[config.mk]
export PLATFORM = sky130hd
export DESIGN_NAME = imem_boot_ctrl
export DESIGN_NICKNAME = d
export VERILOG_FILES = /design/src/rtl/imem_boot_ctrl.sv
export SDC_FILE = /design/constraint.sdc
export NUM_CORES = 1
export LEC_CHECK = 0
export CORE_ASPECT_RATIO = 0.8
export CORE_MARGIN = 1
export CORE_UTILIZATION = 42
export CTS_BUF_LIST = sky130_fd_sc_hd__clkbuf_8
export DETAILED_ROUTE_END_ITERATION = 7
export GPL_TIMING_DRIVEN = 0
export PLACE_DENSITY = 0.83
export SLEW_MARGIN = 10
export SYNTH_ARGS = -nofsm -noshare
export SYNTH_HDL_FRONTEND = slang
export SYNTH_SLANG_ARGS = --single-unit
[constraint.sdc]
create_clock -name clk -period 2.5 [get_ports clk]
set_input_delay 0.25 -clock clk [delete_from_list [all_inputs] [get_ports clk]]
set_output_delay 0.25 -clock clk [all_outputs]
set_load 0.05 [all_outputs]
[src/rtl/imem_boot_ctrl.sv]
// Boot/run controller: streams loader bytes into the instruction memory with the
// CPU stalled, then releases it and halts on out-of-range or misaligned fetches.
module imem_boot_ctrl #(
  parameter int MEM_BYTES = 36,
  parameter int AW        = 32
) (
  input  logic          clk,
  input  logic          Reset,
  input  logic          start,
  input  logic          in_valid,
  input  logic [7:0]    in_byte,
  input  logic          in_last,
  output logic          in_ready,
  output logic          mem_we,
  output logic [AW-1:0] mem_waddr,
  output logic [7:0]    mem_wdata,
  input  logic [AW-1:0] PC,
  output logic          cpu_run,
  output logic          load_done,
  output logic          load_err,
  output logic          fetch_fault,
  output logic [AW-1:0] byte_count
);

  typedef enum logic [2:0] {IDLE, LOAD, RUN, ERR, HALT} state_t;

  localparam logic [AW-1:0] MEM_SIZE  = AW'(MEM_BYTES);
  localparam logic [AW-1:0] LAST_ADDR = AW'(MEM_BYTES - 1);
  localparam logic [AW-1:0] FETCH_MAX = AW'(MEM_BYTES - 4);

  state_t        state;
  logic          accept;
  logic          fault;
  logic [AW-1:0] count_inc;

  // in_ready is a registered copy of (state == LOAD), so the write strobe is
  // a single AND away from a flop and drops to 0 asynchronously on reset.
  assign accept    = in_valid & in_ready;
  assign mem_we    = accept;
  assign mem_waddr = byte_count;
  assign mem_wdata = in_ready ? in_byte : 8'h00;
  assign count_inc = byte_count + AW'(1);
  assign fault     = (PC[1:0] != 2'b00) || (PC > FETCH_MAX);

  always_ff @(posedge clk or negedge Reset) begin
    if (!Reset) begin
      state       <= IDLE;
      byte_count  <= '0;
      in_ready    <= 1'b0;
      cpu_run     <= 1'b0;
      load_done   <= 1'b0;
      load_err    <= 1'b0;
      fetch_fault <= 1'b0;
    end else if (start && (state != LOAD)) begin
      // A start from any non-loading state restarts cleanly and drops any
      // byte offered in the same cycle, since in_ready is still low.
      state       <= LOAD;
      byte_count  <= '0;
      in_ready    <= 1'b1;
      cpu_run     <= 1'b0;
      load_done   <= 1'b0;
      load_err    <= 1'b0;
      fetch_fault <= 1'b0;
    end else begin
      case (state)
        LOAD: begin
          if (accept) begin
            if (byte_count != MEM_SIZE) begin
              byte_count <= count_inc;
            end
            if (in_last) begin
              in_ready <= 1'b0;
              if (count_inc[1:0] == 2'b00) begin
                state     <= RUN;
                cpu_run   <= 1'b1;
                load_done <= 1'b1;
              end else begin
                state    <= ERR;
                load_err <= 1'b1;
              end
            end else if (byte_count == LAST_ADDR) begin
              // Memory full: the load ends without an explicit last byte.
              state     <= RUN;
              in_ready  <= 1'b0;
              cpu_run   <= 1'b1;
              load_done <= 1'b1;
            end
          end
        end
        RUN: begin
          if (fault) begin
            state       <= HALT;
            cpu_run     <= 1'b0;
            fetch_fault <= 1'b1;
          end
        end
        default: begin
        end
      endcase
    end
  end

endmodule

==> implementation parameters <==
Parameter                              Value

Die
  DIE HEIGHT    72.2 um
  Starting utilization of the core area    43.7%
  Area of the core    5910 um2
  Row count    25
  I/O pin count    123
  Die W    89.7 um
  Total Die Area    6470 um2

Power and ir drop
  Power density over the cells    529 nW/um2
  Pleak    ~1.6 nW
  Worst voltage drop across the vdd grid    0.000622 V

Clock tree
  Postcts setup bufs    0
  Root Buffer    sky130_fd_sc_hd__clkbuf_8
  Clk Latency, worst-skew pair    0.30 ns
  H-tree levels    2
  Reg clk slew, reported paths    0.08 ns
  Number of buffers created by CTS    5
  Clock Tree Buf Depth    2
  CTS tree    built
  Number of sinks handled by clock tree synthesis    40

Placement
  Gp weighted congestion    0.799
  Area after DPL    3920 um2
  IO buf count    122
  Half-perimeter wire length of the detailed placement result    5530 um
  Placed Cells    500
  Setup slack at placement    -0.215 ns

Outcome
  Violations in the final reports    DRC
  Outcome    finished with violations

Synthesis
  Share of flip-flops with an asynchronous set or reset after synthesis    100%
  Top cells by area in the synthesized netlist    sky130_fd_sc_hd__dfrtp_1 (39%), sky130_fd_sc_hd__buf_4 (9.6%), sky130_fd_sc_hd__a21oi_1 (4.8%)
  Number of synthesized flops with an enable pin    0
  Commonest cells in the netlist    sky130_fd_sc_hd__dfrtp_1 (40), sky130_fd_sc_hd__buf_4 (33), sky130_fd_sc_hd__a21oi_1 (25), sky130_fd_sc_hd__nand2_1 (23), sky130_fd_sc_hd__o21ai_0 (21)
  Synth warn    0
  Count of distinct cell types in the synthesized netlist    44
  Synth Instances    296
  Mean cell area of the mapped netlist    8.73 um2
  Most numerous cell in the Yosys netlist    sky130_fd_sc_hd__dfrtp_1
  Register area share after synthesis    38.7%
  Flip-flop cell with the highest count after synthesis    sky130_fd_sc_hd__dfrtp_1
  Synth Register Bits    40
  Cell area after synthesis    roughly 2600 um2
  Post-synth net total    about 340
  Fraction of synthesized cell area taken by the top area cell type    between 30% and 40%
  Leading area contributor after synthesis    sky130_fd_sc_hd__dfrtp_1

STA
  Final setup viols    0
  Final total negative setup slack    0 ns
  Min setup slack post-route    roughly 0.14 ns
  Clock Skews    ~0.006 ns
  Final hold viol count    0
  Worst slew margin relative to its limit    46.8%
  Part of the cycle the worst path needs    94.4%
  Max Transition Viols Final    0
  Highest attainable clock frequency    between 400 and 500 MHz
  Unrepaired setup endpoints after global routing    yes
  Actual transition at the worst max-transition pin    roughly 0.8 ns
  Shortest clock period the worst path allows after layout    2.36 ns

Global route
  First-pass GRT wire length    11900 um
  Number of global-route vias before repair    2653
  Initial antenna violation count    0
  Maximum number of pins on one net before global-route repair    27
  Overflow left after global routing    0
  Total global routing track utilization    between 20% and 30%

Detailed routing
  Via count normalized by instance count    5.30
  Via Count    2699
  WL final    6990 um
  Number of search-and-repair iterations in the first detailed-routing pass    6
  Detailed-route wire length per cell    13.7 um
  Count of unresolved DRC violations after routing    2
  DRT iter0 DRCs    236
  Final ANT Viol Nets    0

Cells and area
  Final net count    474
  Post-route cell area    4030 um2
  Share of final-layout standard cells stronger than drive strength 1    15.4%
  Final Instance Count excl. Fillers    509
  Count of antenna diodes in the layout    0
  Area Growth Syn to Fin    56.1%

Worst setup path
  Endpoint of the worst-slack reg-to-reg timing path    byte_count[29]$_DFFE_PN0P_
  Endpoint required time on the critical path    2.72 ns
  Worst reg2reg path depth    6
  Startpoint Class    register
  Maximum single-stage delay on the critical path    0.58 ns
  Combined buffer and inverter count along the critical path    1
  Worst reg2reg startpoint    state[1]$_DFFE_PN0P_
  Maximum fanout along the worst path    10
  Cells along the critical path    nor3b_4, nand4_4, or4_4, buf_6, or3_1, a21oi_1
  Kind of end point of the critical path    register
  Crit Path Category    register to register
  Arrival time at the worst endpoint    2.58 ns
  Critical Path Slowest Stage Cell    sky130_fd_sc_hd__or4_4
  Top Family by Delay on Critical Path    simple AND/OR/NAND/NOR gates
  Reg2reg setup slack    0.14 ns

Min path
  Worst min-delay path class    input port to async pin

Flow run
  Number of violations of the max-capacitance limit    0
## per-layer routing
| layer | up-vias | track usage [%] | wire length [um] |
|---|---|---|---|
| li1 | 1320 | - | - |
| met1 | 1256 | 29.6 | 3000 |
| met2 | 111 | 40.9 | 3360 |
| met3 | 12 | 5.69 | 522 |
| met4 | 0 | 6.88 | 118 |
| met5 | - | 0 | 0 |
## power by group
group	switching (mW)	internal [mW]
clock	0.233	0.220
sequential	0.0687	0.698
combinational	0.572	0.343
total	0.873	1.26
## stage by stage
stage               util [%]  power (mW)  hold WS, ns
floorplan                  -        1.35      -0.0456
global placement        66.1        1.66        0.464
detailed placement      66.3        1.69        0.175
CTS                     68.1        2.14        0.393
global route            68.2        2.24        0.440
finish                  68.2        2.13        0.386
## sequential cells by signal, indices dropped and copies added (netlist names)
| signal | count |
|---|---|
| byte_count | 32 |
| cpu_run | 1 |
| fetch_fault | 1 |
| in_ready | 1 |
| load_done | 1 |
| load_err | 1 |
| state | 3 |
## worst reg2reg max path: stages, from the launching register on
cell,delay (ns)
sky130_fd_sc_hd__dfrtp_1,0.42
sky130_fd_sc_hd__nor3b_4,0.44
sky130_fd_sc_hd__nand4_4,0.17
sky130_fd_sc_hd__or4_4,0.58
sky130_fd_sc_hd__buf_6,0.16
sky130_fd_sc_hd__or3_1,0.34
sky130_fd_sc_hd__a21oi_1,0.16
## timing repair
action	in CTS	in global routing
hold endpoints to repair	14	0
hold buffers	1	0
resized for setup	1	3
endpoints found under the setup margin	7	11
## logic make-up (layout without fill, tap and decap cells)
logic type | after synthesis | count (layout) | synth area share [%]
AO/OA/AOI/OAI | 60 | 60 | 13.2
XOR/XNOR | 6 | 6 | 2.03
adder cells (fa/ha/maj) | 2 | 2 | 0.968
buffers and inverters | 55 | 187 | 13.6
flip-flops | 40 | 40 | 38.7
multiplexers | 4 | 4 | 1.69
AND/OR/NAND/NOR | 129 | 129 | 29.8
## final cells by class
type / instances / area [um2]
timing repair buffer: 124 / 1250
multi-input combinational: 201 / 1240
fill: 445 / 1880
sequential: 40 / 1000
clock buffer: 6 / 82.6
tap: 81 / 101
clock inverter: 2 / 10.0
inverter: 10 / 37.5
buffer: 45 / 313
## placed cells by master, fill, tap and decap left out, types with 2 or more instances in the layout
cell type / instances
sky130_fd_sc_hd__clkdlybuf4s50_1: 121
sky130_fd_sc_hd__dfrtp_1: 38
sky130_fd_sc_hd__buf_4: 33
sky130_fd_sc_hd__a21oi_1: 25
sky130_fd_sc_hd__nand2_1: 23
sky130_fd_sc_hd__o21ai_0: 21
sky130_fd_sc_hd__nor4_1: 17
sky130_fd_sc_hd__or3_1: 15
sky130_fd_sc_hd__nand4_1: 13
sky130_fd_sc_hd__and2_1: 12
sky130_fd_sc_hd__nor2_1: 12
sky130_fd_sc_hd__inv_1: 10
sky130_fd_sc_hd__nand3_1: 7
sky130_fd_sc_hd__clkbuf_1: 6
sky130_fd_sc_hd__and3_1: 6
sky130_fd_sc_hd__clkbuf_8: 6
sky130_fd_sc_hd__xnor2_1: 5
sky130_fd_sc_hd__o31ai_1: 5
sky130_fd_sc_hd__and4_1: 4
sky130_fd_sc_hd__or4_1: 4
sky130_fd_sc_hd__buf_2: 3
sky130_fd_sc_hd__nor3_1: 3
sky130_fd_sc_hd__or3_2: 3
sky130_fd_sc_hd__mux2_2: 3
sky130_fd_sc_hd__buf_6: 2
sky130_fd_sc_hd__clkbuf_2: 2
sky130_fd_sc_hd__a31o_2: 2
sky130_fd_sc_hd__o21a_1: 2
sky130_fd_sc_hd__ha_1: 2
sky130_fd_sc_hd__dfrtp_2: 2
sky130_fd_sc_hd__clkinv_2: 2
## worst max path at each step
stage,start,to,cells after the start
3_3_place_gp,byte_count[7]$_DFFE_PN0P_,byte_count[17]$_DFFE_PN0P_,6
2_1_floorplan,in_ready$_DFFE_PN0P_,byte_count[27]$_DFFE_PN0P_,7
6_report,state[1]$_DFFE_PN0P_,byte_count[29]$_DFFE_PN0P_,6
4_1_cts,byte_count[9]$_DFFE_PN0P_,byte_count[17]$_DFFE_PN0P_,7
5_1_grt,byte_count[4]$_DFFE_PN0P_,byte_count[3]$_DFFE_PN0P_,6
3_5_place_dp,byte_count[9]$_DFFE_PN0P_,byte_count[17]$_DFFE_PN0P_,7
Power figures use the tool's default switching activity.
